$ cat config.mk
export PLATFORM = sky130hd
export DESIGN_NAME = gsm_cmd_sequencer
export DESIGN_NICKNAME = d
export VERILOG_FILES = /design/src/rtl/gsm_cmd_sequencer.sv
export SDC_FILE = /design/constraint.sdc
export NUM_CORES = 1
export LEC_CHECK = 0
export ABC_CLOCK_PERIOD_IN_PS = 3450
export BUFFER_PORTS_ARGS = -buffer_cell sky130_fd_sc_hd__buf_2
export CAP_MARGIN = 10
export CORE_ASPECT_RATIO = 2
export CORE_MARGIN = 5
export CORE_UTILIZATION = 45
export CTS_CLUSTER_SIZE = 16
export DETAILED_ROUTE_END_ITERATION = 8
export PLACE_DENSITY = 0.67
export REMOVE_ABC_BUFFERS = 1
export SLEW_MARGIN = 20
export SYNTH_ARGS = -nofsm -noshare
export SYNTH_HDL_FRONTEND = slang
export SYNTH_SLANG_ARGS = --single-unit
$ cat constraint.sdc
create_clock -name clk_1mhz -period 3.45 [get_ports clk_1mhz]
set_input_delay 0.345 -clock clk_1mhz [delete_from_list [all_inputs] [get_ports clk_1mhz]]
set_output_delay 0.345 -clock clk_1mhz [all_outputs]
set_load 0.05 [all_outputs]
$ cat src/rtl/gsm_cmd_sequencer.sv
// Command issuer for the game state manager: captures player/button events, applies the
// game rules to the manager's state and issues one command at a time over flag/trig/done.
module gsm_cmd_sequencer #(
    parameter int         SETTLE_CYCLES  = 3,
    parameter int         TIMEOUT_CYCLES = 255,
    parameter logic [1:0] MAX_STAGE      = 2'd3
) (
    input  logic       clk_1mhz,
    input  logic       rst,
    input  logic       hit_evt,
    input  logic       miss_evt,
    input  logic       btn_start,
    input  logic       btn_next,
    input  logic [2:0] gsm_state,
    input  logic [1:0] gsm_stage,
    input  logic [1:0] gsm_lives,
    input  logic [6:0] gsm_base_score,
    input  logic [6:0] gsm_timer,
    input  logic       gsm_done,
    output logic [3:0] flag,
    output logic       trig,
    output logic       busy,
    output logic       dropped_evt,
    output logic       timeout_err
);

    localparam int CNT_MAX = (TIMEOUT_CYCLES > SETTLE_CYCLES) ? TIMEOUT_CYCLES : SETTLE_CYCLES;
    localparam int CNT_W   = $clog2(CNT_MAX + 1);

    localparam logic [CNT_W-1:0] TIMEOUT_LAST = CNT_W'(TIMEOUT_CYCLES - 1);
    localparam logic [CNT_W-1:0] SETTLE_LAST  = CNT_W'(SETTLE_CYCLES - 1);

    localparam logic [2:0] ST_READY      = 3'b001;
    localparam logic [2:0] ST_PLAYING    = 3'b010;
    localparam logic [2:0] ST_OVER       = 3'b011;
    localparam logic [2:0] ST_STAGECLEAR = 3'b100;
    localparam logic [2:0] ST_GAMECLEAR  = 3'b101;

    localparam logic [3:0] CMD_HIT        = 4'b0001;
    localparam logic [3:0] CMD_MISS       = 4'b0010;
    localparam logic [3:0] CMD_NEXT_STAGE = 4'b1000;
    localparam logic [3:0] CMD_START      = 4'b1010;
    localparam logic [3:0] CMD_STAGE_CLR  = 4'b1100;
    localparam logic [3:0] CMD_GAME_OVER  = 4'b1101;
    localparam logic [3:0] CMD_GAME_CLR   = 4'b1110;
    localparam logic [3:0] CMD_RESTART    = 4'b1111;

    typedef enum logic [1:0] {
        IDLE,
        ISSUE,
        SETTLE
    } seq_state_e;

    seq_state_e       state_q, state_d;
    logic [CNT_W-1:0] cnt_q, cnt_d;
    logic [1:0]       hit_pend_q, hit_pend_d;
    logic [1:0]       miss_pend_q, miss_pend_d;
    logic             start_req_q, start_req_d;
    logic             next_req_q, next_req_d;
    logic [3:0]       flag_q, flag_d;
    logic             trig_q, trig_d;
    logic             dropped_q, dropped_d;
    logic             timeout_q, timeout_d;

    logic       playing, ready, end_state;
    logic       sel_valid;
    logic [3:0] sel_cmd;
    logic       hit_dec, miss_dec, start_take, next_take;
    logic       hit_drop, miss_drop;

    assign playing   = (gsm_state == ST_PLAYING);
    assign ready     = (gsm_state == ST_READY);
    assign end_state = (gsm_state == ST_OVER) || (gsm_state == ST_STAGECLEAR) ||
                       (gsm_state == ST_GAMECLEAR);

    // Returns {drop, next}; a simultaneous increment and decrement leaves the count unchanged.
    function automatic logic [2:0] pendNext(input logic [1:0] cur, input logic inc,
                                            input logic dec, input logic active);
        logic [2:0] r;
        r = {1'b0, cur};
        if (!active) begin
            r = 3'b000;
        end else if (inc && !dec) begin
            r = (cur == 2'd3) ? {1'b1, cur} : {1'b0, cur + 2'd1};
        end else if (!inc && dec) begin
            r = {1'b0, cur - 2'd1};
        end
        return r;
    endfunction

    always_comb begin
        sel_valid  = 1'b0;
        sel_cmd    = flag_q;
        hit_dec    = 1'b0;
        miss_dec   = 1'b0;
        start_take = 1'b0;
        next_take  = 1'b0;
        if (state_q == IDLE) begin
            if (playing && gsm_lives == 2'd0) begin
                sel_valid = 1'b1;
                sel_cmd   = CMD_GAME_OVER;
            end else if (playing && gsm_base_score == 7'd0) begin
                sel_valid = 1'b1;
                sel_cmd   = (gsm_stage == MAX_STAGE) ? CMD_GAME_CLR : CMD_STAGE_CLR;
            end else if (playing && gsm_timer == 7'd0) begin
                sel_valid = 1'b1;
                sel_cmd   = CMD_GAME_OVER;
            end else if (playing && miss_pend_q != 2'd0) begin
                sel_valid = 1'b1;
                sel_cmd   = CMD_MISS;
                miss_dec  = 1'b1;
            end else if (playing && hit_pend_q != 2'd0) begin
                sel_valid = 1'b1;
                sel_cmd   = CMD_HIT;
                hit_dec   = 1'b1;
            end else if (ready && start_req_q) begin
                sel_valid  = 1'b1;
                sel_cmd    = CMD_START;
                start_take = 1'b1;
            end else if (next_req_q && gsm_state == ST_STAGECLEAR) begin
                sel_valid = 1'b1;
                sel_cmd   = CMD_NEXT_STAGE;
                next_take = 1'b1;
            end else if (next_req_q && (gsm_state == ST_OVER || gsm_state == ST_GAMECLEAR)) begin
                sel_valid = 1'b1;
                sel_cmd   = CMD_RESTART;
                next_take = 1'b1;
            end
        end
    end

    // Event capture keeps running while a command is in flight so bursts are not lost.
    always_comb begin
        {hit_drop, hit_pend_d}   = pendNext(hit_pend_q, hit_evt, hit_dec, playing);
        {miss_drop, miss_pend_d} = pendNext(miss_pend_q, miss_evt, miss_dec, playing);
        dropped_d = hit_drop | miss_drop;

        start_req_d = start_req_q;
        if (!ready) begin
            start_req_d = 1'b0;
        end else if (btn_start) begin
            start_req_d = 1'b1;
        end else if (start_take) begin
            start_req_d = 1'b0;
        end

        next_req_d = next_req_q;
        if (btn_next && end_state) begin
            next_req_d = 1'b1;
        end else if (next_take) begin
            next_req_d = 1'b0;
        end
    end

    always_comb begin
        state_d   = state_q;
        cnt_d     = cnt_q;
        flag_d    = flag_q;
        trig_d    = trig_q;
        timeout_d = timeout_q;
        case (state_q)
            IDLE: begin
                if (sel_valid) begin
                    flag_d  = sel_cmd;
                    trig_d  = 1'b1;
                    cnt_d   = '0;
                    state_d = ISSUE;
                end
            end
            ISSUE: begin
                if (gsm_done) begin
                    trig_d  = 1'b0;
                    cnt_d   = '0;
                    state_d = SETTLE;
                end else if (cnt_q == TIMEOUT_LAST) begin
                    trig_d    = 1'b0;
                    timeout_d = 1'b1;
                    cnt_d     = '0;
                    state_d   = SETTLE;
                end else begin
                    cnt_d = cnt_q + CNT_W'(1);
                end
            end
            SETTLE: begin
                if (cnt_q == SETTLE_LAST) begin
                    cnt_d   = '0;
                    state_d = IDLE;
                end else begin
                    cnt_d = cnt_q + CNT_W'(1);
                end
            end
            default: begin
                trig_d  = 1'b0;
                cnt_d   = '0;
                state_d = IDLE;
            end
        endcase
    end

    always_ff @(posedge clk_1mhz) begin
        if (rst) begin
            state_q     <= IDLE;
            cnt_q       <= '0;
            hit_pend_q  <= 2'd0;
            miss_pend_q <= 2'd0;
            start_req_q <= 1'b0;
            next_req_q  <= 1'b0;
            flag_q      <= 4'd0;
            trig_q      <= 1'b0;
            dropped_q   <= 1'b0;
            timeout_q   <= 1'b0;
        end else begin
            state_q     <= state_d;
            cnt_q       <= cnt_d;
            hit_pend_q  <= hit_pend_d;
            miss_pend_q <= miss_pend_d;
            start_req_q <= start_req_d;
            next_req_q  <= next_req_d;
            flag_q      <= flag_d;
            trig_q      <= trig_d;
            dropped_q   <= dropped_d;
            timeout_q   <= timeout_d;
        end
    end

    assign flag        = flag_q;
    assign trig        = trig_q;
    assign busy        = (state_q != IDLE);
    assign dropped_evt = dropped_q;
    assign timeout_err = timeout_q;

endmodule

==> summary.txt, run 1 <==
Flow run
  – Max-cap violations: 0

Power and ir drop
  – PwrDens: 296 nW/um2
  – Switching Share: 30.8%
  – Clock Power Share: 30.6%
  – P_leak: between 0.7 and 0.8 nW
  – Sequential share of power: 48.4%
  – Maximum vdd drop: 0.197 mV
  – Pwr Total: 0.000572 W
  – Internal power: 0.000396 W
  – Power share of the combinational group: 21.0%
  – P_sw: 0.000177 W

CTS
  – Worst-Skew Late Latency: 0.27 ns
  – Post-CTS Setup Repair Bufs: 0
  – Num CTS Buffers: 3
  – CTS tree: done
  – Sink Count: 23
  – Max Root-Sink Buffers: 2
  – Clock Pin Slew Worst Setup and Hold Paths: 0.09 ns
  – Hold_buf cts: 0
  – Htree depth: 1
  – CTS root buffer: clkbuf_8
  – Post-CTS Resized: 0

Place
  – RePlAce Congestion: 0.871
  – Post-Place Cells: roughly 280
  – Number of port buffers: 35
  – Dpl hpwl: between 3000 and 4000 um

Setup path
  – Crit path kind: reg2reg
  – Slowest CP cell: a2111oi_0
  – Max FO, Critical Path: 6
  – Startpoint types: flop
  – Crit path cell chain: inv_1 > ha_1 > and2_1 > o21bai_1 > a21boi_0 > a2111oi_0 > a211oi_1
  – Critical Path RT: 3.58 ns
  – CP arrival: around 2.4 ns
  – Crit-path max cell delay: about 0.50 ns
  – CP top delay family: compound AO/OA/AOI/OAI gates
  – WP buf/inv: 1
  – Setup crit end kind: flop

Finish
  – Layout Utilization: 53.7%
  – Most frequent cells in the layout: buf_2 (35), inv_1 (25), dfxtp_1 (23)
  – Commonest non-fill, non-tap cell in the layout: buf_2
  – Area delta synth->final: 15.2%
  – Post-Layout Cell Count: about 290
  – Share of cells above drive strength 1: about a fifth
  – Nets: between 200 and 300
  – Final antenna diode count: 0

Floorplanning
  – Core footprint: 3610 um2
  – Die X: 53.2 um
  – Ports: 36
  – Die height: slightly below 100 um
  – Initial core utilization: a little under half
  – Std cell rows: 31
  – Die area: 5130 um2

Global route
  – Pin count of the biggest net entering global routing: 22
  – Vias in the first global route: 1,691
  – Initial antenna violation count: 0
  – Grt ovf: 0
  – All-layer global routing usage: 19.4%
  – First-pass GRT wire length: 7400 um

Yosys
  – Post-synth cell types: 52
  – Synth warn: 0
  – Synthesized area per cell: 8.16 um2
  – Mapped cell area: 1680 um2
  – FF+latch count, synth: 23
  – Sequential cell area fraction in the yosys report: between 20% and 30%
  – Cells after Synth: roughly 210
  – Area contributors post-synth: dfxtp_1 (27%), ha_1 (6.7%), inv_1 (5.6%)
  – Synth top area share: 27.4%
  – Post-synth top area cell: dfxtp_1

STA
  – Final Slew Violations: 0
  – Shortest period the worst path allows: 2.25 ns
  – Worst-Margin Slew: 0.543 ns
  – F_max: between 400 and 500 MHz
  – Relative slew margins: a little under two thirds
  – RSZ-0062 raised after global routing: no
  – Hold Slack: 0.303 ns
  – Post-Route Skew: ~0.0096 ns
  – Fraction of the cycle the final worst path needs: 65.3%
  – Setup TNS: 0 ns
  – Final Hold Viols: 0
  – Setup Viol. Count Final: 0

Detailed routing
  – Routed WL: 4610 um
  – DRC: 0
  – WL per Instance: 16.0 um
  – DRT iter0 DRCs: 67
  – DRT Pass-1 Iters: 5
  – Vias per cell: 5.93
  – Routed Antenna Nets: 0
  – Detailed-route via count: between 1,500 and 2,000

Worst hold path
  – Min-Delay Path Class: in2reg

Run status
  – Status: complete, no violations
-- state kept, by name, summed over array words and instances, names as in the netlist, 2 cells and up --
signal / count
cnt_q: 8
flag: 4
hit_pend_q: 2
miss_pend_q: 2
state_q: 2
-- power groups by stage --
stage          Clock, W  Sequential, W  Combinational, W
6_report       0.000175       0.000277          0.000120
5_1_grt        0.000186       0.000278          0.000131
4_1_cts        0.000178       0.000277          0.000120
3_5_place_dp          0       0.000284          0.000119
3_3_place_gp          0       0.000283          0.000119
2_1_floorplan         0       0.000296         0.0000607
-- tightest hold or removal path: stages --
cell	delay [ns]
buf_2	0.09
inv_1	0.04
a21oi_1	0.05
-- cell usage after synthesis (all sizes together) --
cell type	instances
a21o	2
nand2b	5
nor4	3
nor4b	1
buf	2
and2	1
nor3	9
a22oi	6
o22a	1
a2111oi	1
inv	25
a211o	2
nor3b	2
a221oi	4
or3b	1
o21ai	12
a211oi	8
and3b	2
nor2	6
o21bai	1
ha	9
nand4	2
o31ai	1
or4b	1
dfxtp	23
or3	4
mux2i	3
and4b	1
o211ai	6
o2111a	1
clkbuf	4
a21oi	17
o32ai	6
nand3	11
nand2	7
a31o	1
or4	3
nand3b	1
or2	1
o21ba	1
nor4bb	1
nand4bb	2
nor2b	3
a21boi	2
o41ai	1
-- kinds of logic after synthesis --
family                     share of synthesized area [%]
buffers and inverters                               7.22
and+or+nand+nor                                     24.9
DFF                                                 27.4
AOI/OAI and AO/OA                                   32.0
muxes                                               1.79
adders and majority gates                           6.70
-- per-stage QoR --
step                      worst slack (ns)  area, um2
final                                 1.20       1940
after global placement                1.18       1890
after global routing                  1.09       1940
after detailed placement              1.15       1890
after floorplan                       1.59       1650
after CTS                             1.17       1940
-- layout make-up --
class	instances	area (um2)
Clock buffer	3	41.3
Clock inverter	1	5.00
Fill cell	379	1670
Inverter	25	93.8
Multi-Input combinational cell	152	1100
Sequential cell	23	460
Tap cell	49	61.3
Timing Repair Buffer	35	175
-- routing by layer --
layer	vias up	wire (um)	share of wire (%)	GRT usage [%]
met3	14	185	4.0	2.00
met2	54	2730	59	39.8
met4	0	163	3.5	10.7
met1	794	1540	33	16.6
li1	847	-	-	-
met5	-	0	0	0
-- path summary, 6_finish.rpt --
kind | endpoint | cells after the start | startpoint | slack (ns)
setup / recovery | flag[0] | 7 | miss_pend_q[0] | 1.20
hold reg to reg | timeout_err | 2 | timeout_err | 0.47
setup reg to reg | flag[0] | 7 | miss_pend_q[0] | 1.20
hold / removal | start_req_q | 3 | btn_start | 0.30
No activity file was read; power rests on OpenSTA's default activity.
==> run 2: changes to the inputs <==
--- a/config.mk
+++ b/config.mk
@@ -5,7 +5,7 @@
 export SDC_FILE = /design/constraint.sdc
 export NUM_CORES = 1
 export LEC_CHECK = 0
-export ABC_CLOCK_PERIOD_IN_PS = 3450
+export ABC_CLOCK_PERIOD_IN_PS = 2000
 export BUFFER_PORTS_ARGS = -buffer_cell sky130_fd_sc_hd__buf_2
 export CAP_MARGIN = 10
 export CORE_ASPECT_RATIO = 2
@@ -13,7 +13,7 @@
 export CORE_UTILIZATION = 45
 export CTS_CLUSTER_SIZE = 16
 export DETAILED_ROUTE_END_ITERATION = 8
-export PLACE_DENSITY = 0.67
+export PLACE_DENSITY = 0.7
 export REMOVE_ABC_BUFFERS = 1
 export SLEW_MARGIN = 20
 export SYNTH_ARGS = -nofsm -noshare
==> constraint.sdc (replaced) <==
create_clock -name clk_1mhz -period 2 [get_ports clk_1mhz]
set_input_delay 0.2 -clock clk_1mhz [delete_from_list [all_inputs] [get_ports clk_1mhz]]
set_output_delay 0.2 -clock clk_1mhz [all_outputs]
set_load 0.05 [all_outputs]
==> run 2 against run 1 <==
- the run now ends with negative setup slack left
- global-route usage is 2.2 points higher
- core utilization grew 7.9 points
- maximum frequency up 10%
- final cell count is 9.4% higher
- non-clock buffer count is 26 higher
- register-to-register slack got worse by 1.2 ns
- power is 82% higher
- worst hold slack got worse by 0.15 ns
- sequential power grew 71%
- first-iteration DRC count up 6.0%
==> summary.txt, run 2 (synthesized netlist as in run 1, its figures left out) <==
Run status
  – Status: complete, but fails checks
  – Failing checks: negative setup slack

STA
  – RSZ-0062 raised after global routing: yes
  – Relative slew margins: 69.4% (+5.9 points)
  – F_max: 489 MHz (+10%)
  – Setup Viol. Count Final: 3 (+3)
  – Setup TNS: -0.101 ns (-0.101 ns)
  – Setup WS post-layout: -0.0448 ns (-1.24 ns)
  – Shortest period the worst path allows: 2.04 ns (-0.209 ns)
  – Post-Route Skew: 0.00869 ns (-0.000870 ns)
  – Fraction of the cycle the final worst path needs: 102% (+37 points)
  – Final Slew Violations: 0 (unchanged)
  – Final Hold Viols: 0 (unchanged)
  – Worst-Margin Slew: 0.452 ns (-0.0910 ns)

Global route
  – Grt ovf: 0 (unchanged)
  – All-layer global routing usage: 21.6% (+2.2 points)
  – Vias in the first global route: 1,881 (+11%)
  – First-pass GRT wire length: 8310 um (+12%)
  – Pin count of the biggest net entering global routing: 17 (-23%)
  – Initial antenna violation count: 0 (unchanged)

Setup path
  – Worst R2R End: cnt_q[7]
  – Max FO, Critical Path: 5 (-1)
  – CP arrival: 2.19 ns (-0.20 ns)
  – Critical Path RT: 2.15 ns (-1.43 ns)
  – R2R Path Start: cnt_q[0]
  – Setup crit end kind: flop
  – Worst setup startpoint: cnt_q[0]
  – Crit path kind: reg2reg
  – Startpoint types: flop
  – End of the critical path: cnt_q[7]
  – Reg2reg path depth: 8 (+1)
  – Flop2flop setup slack: -0.04 ns (-1.24 ns)

Finish
  – Fillers: 337 (-11%)
  – Largest register FFs: 8 (unchanged)
  – Reg with most FFs: cnt_q
  – Nets: 304 (+9.7%)
  – Most frequent cells in the layout: buf_2 (35), buf_4 (25), inv_1 (24)
  – Area delta synth->final: 32.1%
  – Commonest non-fill, non-tap cell in the layout: buf_2
  – Share of cells above drive strength 1: 32.0% (+12 points)
  – Post-Layout Cell Count: 315 (+9.4%)
  – Final antenna diode count: 0 (unchanged)

CTS
  – Sink Count: 23 (unchanged)
  – Htree depth: 1 (unchanged)
  – Hold_buf cts: 0 (unchanged)
  – CTS root buffer: clkbuf_8
  – CTS tree: done
  – Num CTS Buffers: 3 (unchanged)
  – Worst-Skew Late Latency: 0.27 ns (about the same)
  – Max Root-Sink Buffers: 2 (unchanged)
  – Clock Pin Slew Worst Setup and Hold Paths: 0.09 ns (about the same)

Place
  – Post-Place Cells: 306 (+7.7%)
  – RePlAce Congestion: 0.827 (-5.0%)
  – Number of port buffers: 35 (unchanged)
  – Dpl hpwl: 4070 um (+7.3%)

Detailed routing
  – Routed WL: 5300 um (+15%)
  – DRT Pass-1 Iters: 4 (-1)
  – Detailed-route via count: 1,892 (+11%)
  – Vias per cell: 6.01 (+1.2%)
  – WL per Instance: 16.8 um (+5.1%)
  – DRC: 0 (unchanged)
  – DRT iter0 DRCs: 71 (+6.0%)
  – Routed Antenna Nets: 0 (unchanged)

Power and ir drop
  – P_sw: 0.000325 W (+84%)
  – Clock Power Share: 29.4% (-1.2 points)
  – Internal power: 0.000716 W (+81%)
  – P_leak: 0.870 nW (+21%)
  – Switching Share: 31.2% (+0.35 points)
  – Power share of the combinational group: 24.9% (+3.9 points)
  – Pwr Total: 0.00104 W (+82%)
  – Sequential share of power: 45.7% (-2.7 points)
  – PwrDens: 469 nW/um2 (+59%)
  – Maximum vdd drop: 0.377 mV (+91%)

Flow run
  – Max-cap violations: 0 (unchanged)

Floorplanning
  – Initial core utilization: 46.6% (unchanged)
  – Std cell rows: 31 (unchanged)
  – Die X: 53.2 um (unchanged)
  – Die height: 96.5 um (unchanged)
  – Ports: 36 (unchanged)
  – Core footprint: 3610 um2 (unchanged)
  – Die area: 5130 um2 (unchanged)

Worst hold path
  – Min-Delay Path Class: in2reg
[run 2: cell count changes in the layout (fill, tap and decap cells not counted), moves of 2 or more]
cell     delta
buf_4      +25
dfxtp_1     -2
dfxtp_2     +2
o21ai_0     -2
o21ai_2     +2
[run 2: power groups by stage]
| stage | logic [W] | registers [W] | clock network, W |
|---|---|---|---|
| floorplan | 0.000105 | 0.000510 | 0 |
| global placement | 0.000233 | 0.000486 | 0 |
| detailed placement | 0.000236 | 0.000486 | 0 |
| CTS | 0.000241 | 0.000476 | 0.000309 |
| global route | 0.000281 | 0.000477 | 0.000327 |
| finish | 0.000259 | 0.000475 | 0.000307 |
[run 2: worst min-delay path by stage]
stage	to	cells past startpoint	start
after floorplan	cnt_q[0]	1	rst
after global placement	start_req_q	3	btn_start
after detailed placement	hit_pend_q[1]	2	hit_evt
after CTS	hit_pend_q[1]	2	hit_evt
after global routing	flag[0]	2	rst
final	hit_pend_q[1]	2	hit_evt
[run 2: final cells by class]
type	instances	area [um2]	share of cell area, %
multi-input combinational	153	1170	52.8
sequential	23	463	20.8
timing repair buffer	61	383	17.2
inverter	25	93.8	4.23
tap	49	61.3	2.76
clock buffer	3	41.3	1.86
clock inverter	1	5.00	0.225
[run 2: what timing repair did]
| item | 4_1_cts | 5_1_grt |
|---|---|---|
| pin swaps | 1 | 10 |
| setup buffers | 0 | 4 |
| gates resized for setup | 6 | 12 |
| setup endpoints to repair | 6 | 13 |
| cloned | 1 | 0 |
[run 2: stage by stage]
step | hold slack [ns] | setup slack, ns | area, um2 | utilization (%)
2_1_floorplan | 0.269 | 0.142 | 1650 | -
3_3_place_gp | 0.435 | 0.0400 | 2060 | 57.0
3_5_place_dp | 0.447 | -0.0338 | 2060 | 57.0
4_1_cts | 0.156 | 0.0102 | 2140 | 59.3
5_1_grt | 0.178 | -0.125 | 2220 | 61.6
6_report | 0.156 | -0.0448 | 2220 | 61.6
[run 2: worst max-delay path, cell delays in order, from the launching register on]
cell	delay (ns)
dfxtp_2	0.34
inv_2	0.07
ha_4	0.12
or4b_4	0.46
o41ai_4	0.31
buf_4	0.19
a21boi_4	0.08
o211ai_1	0.19
o32ai_1	0.15
[run 2: layer usage]
metal | vias to the layer above | global-route usage, % | wire, um
li1 | 907 | - | -
met1 | 887 | 19.7 | 1750
met2 | 69 | 42.3 | 3010
met3 | 29 | 2.46 | 211
met4 | 0 | 13.0 | 330
met5 | - | 0 | 0
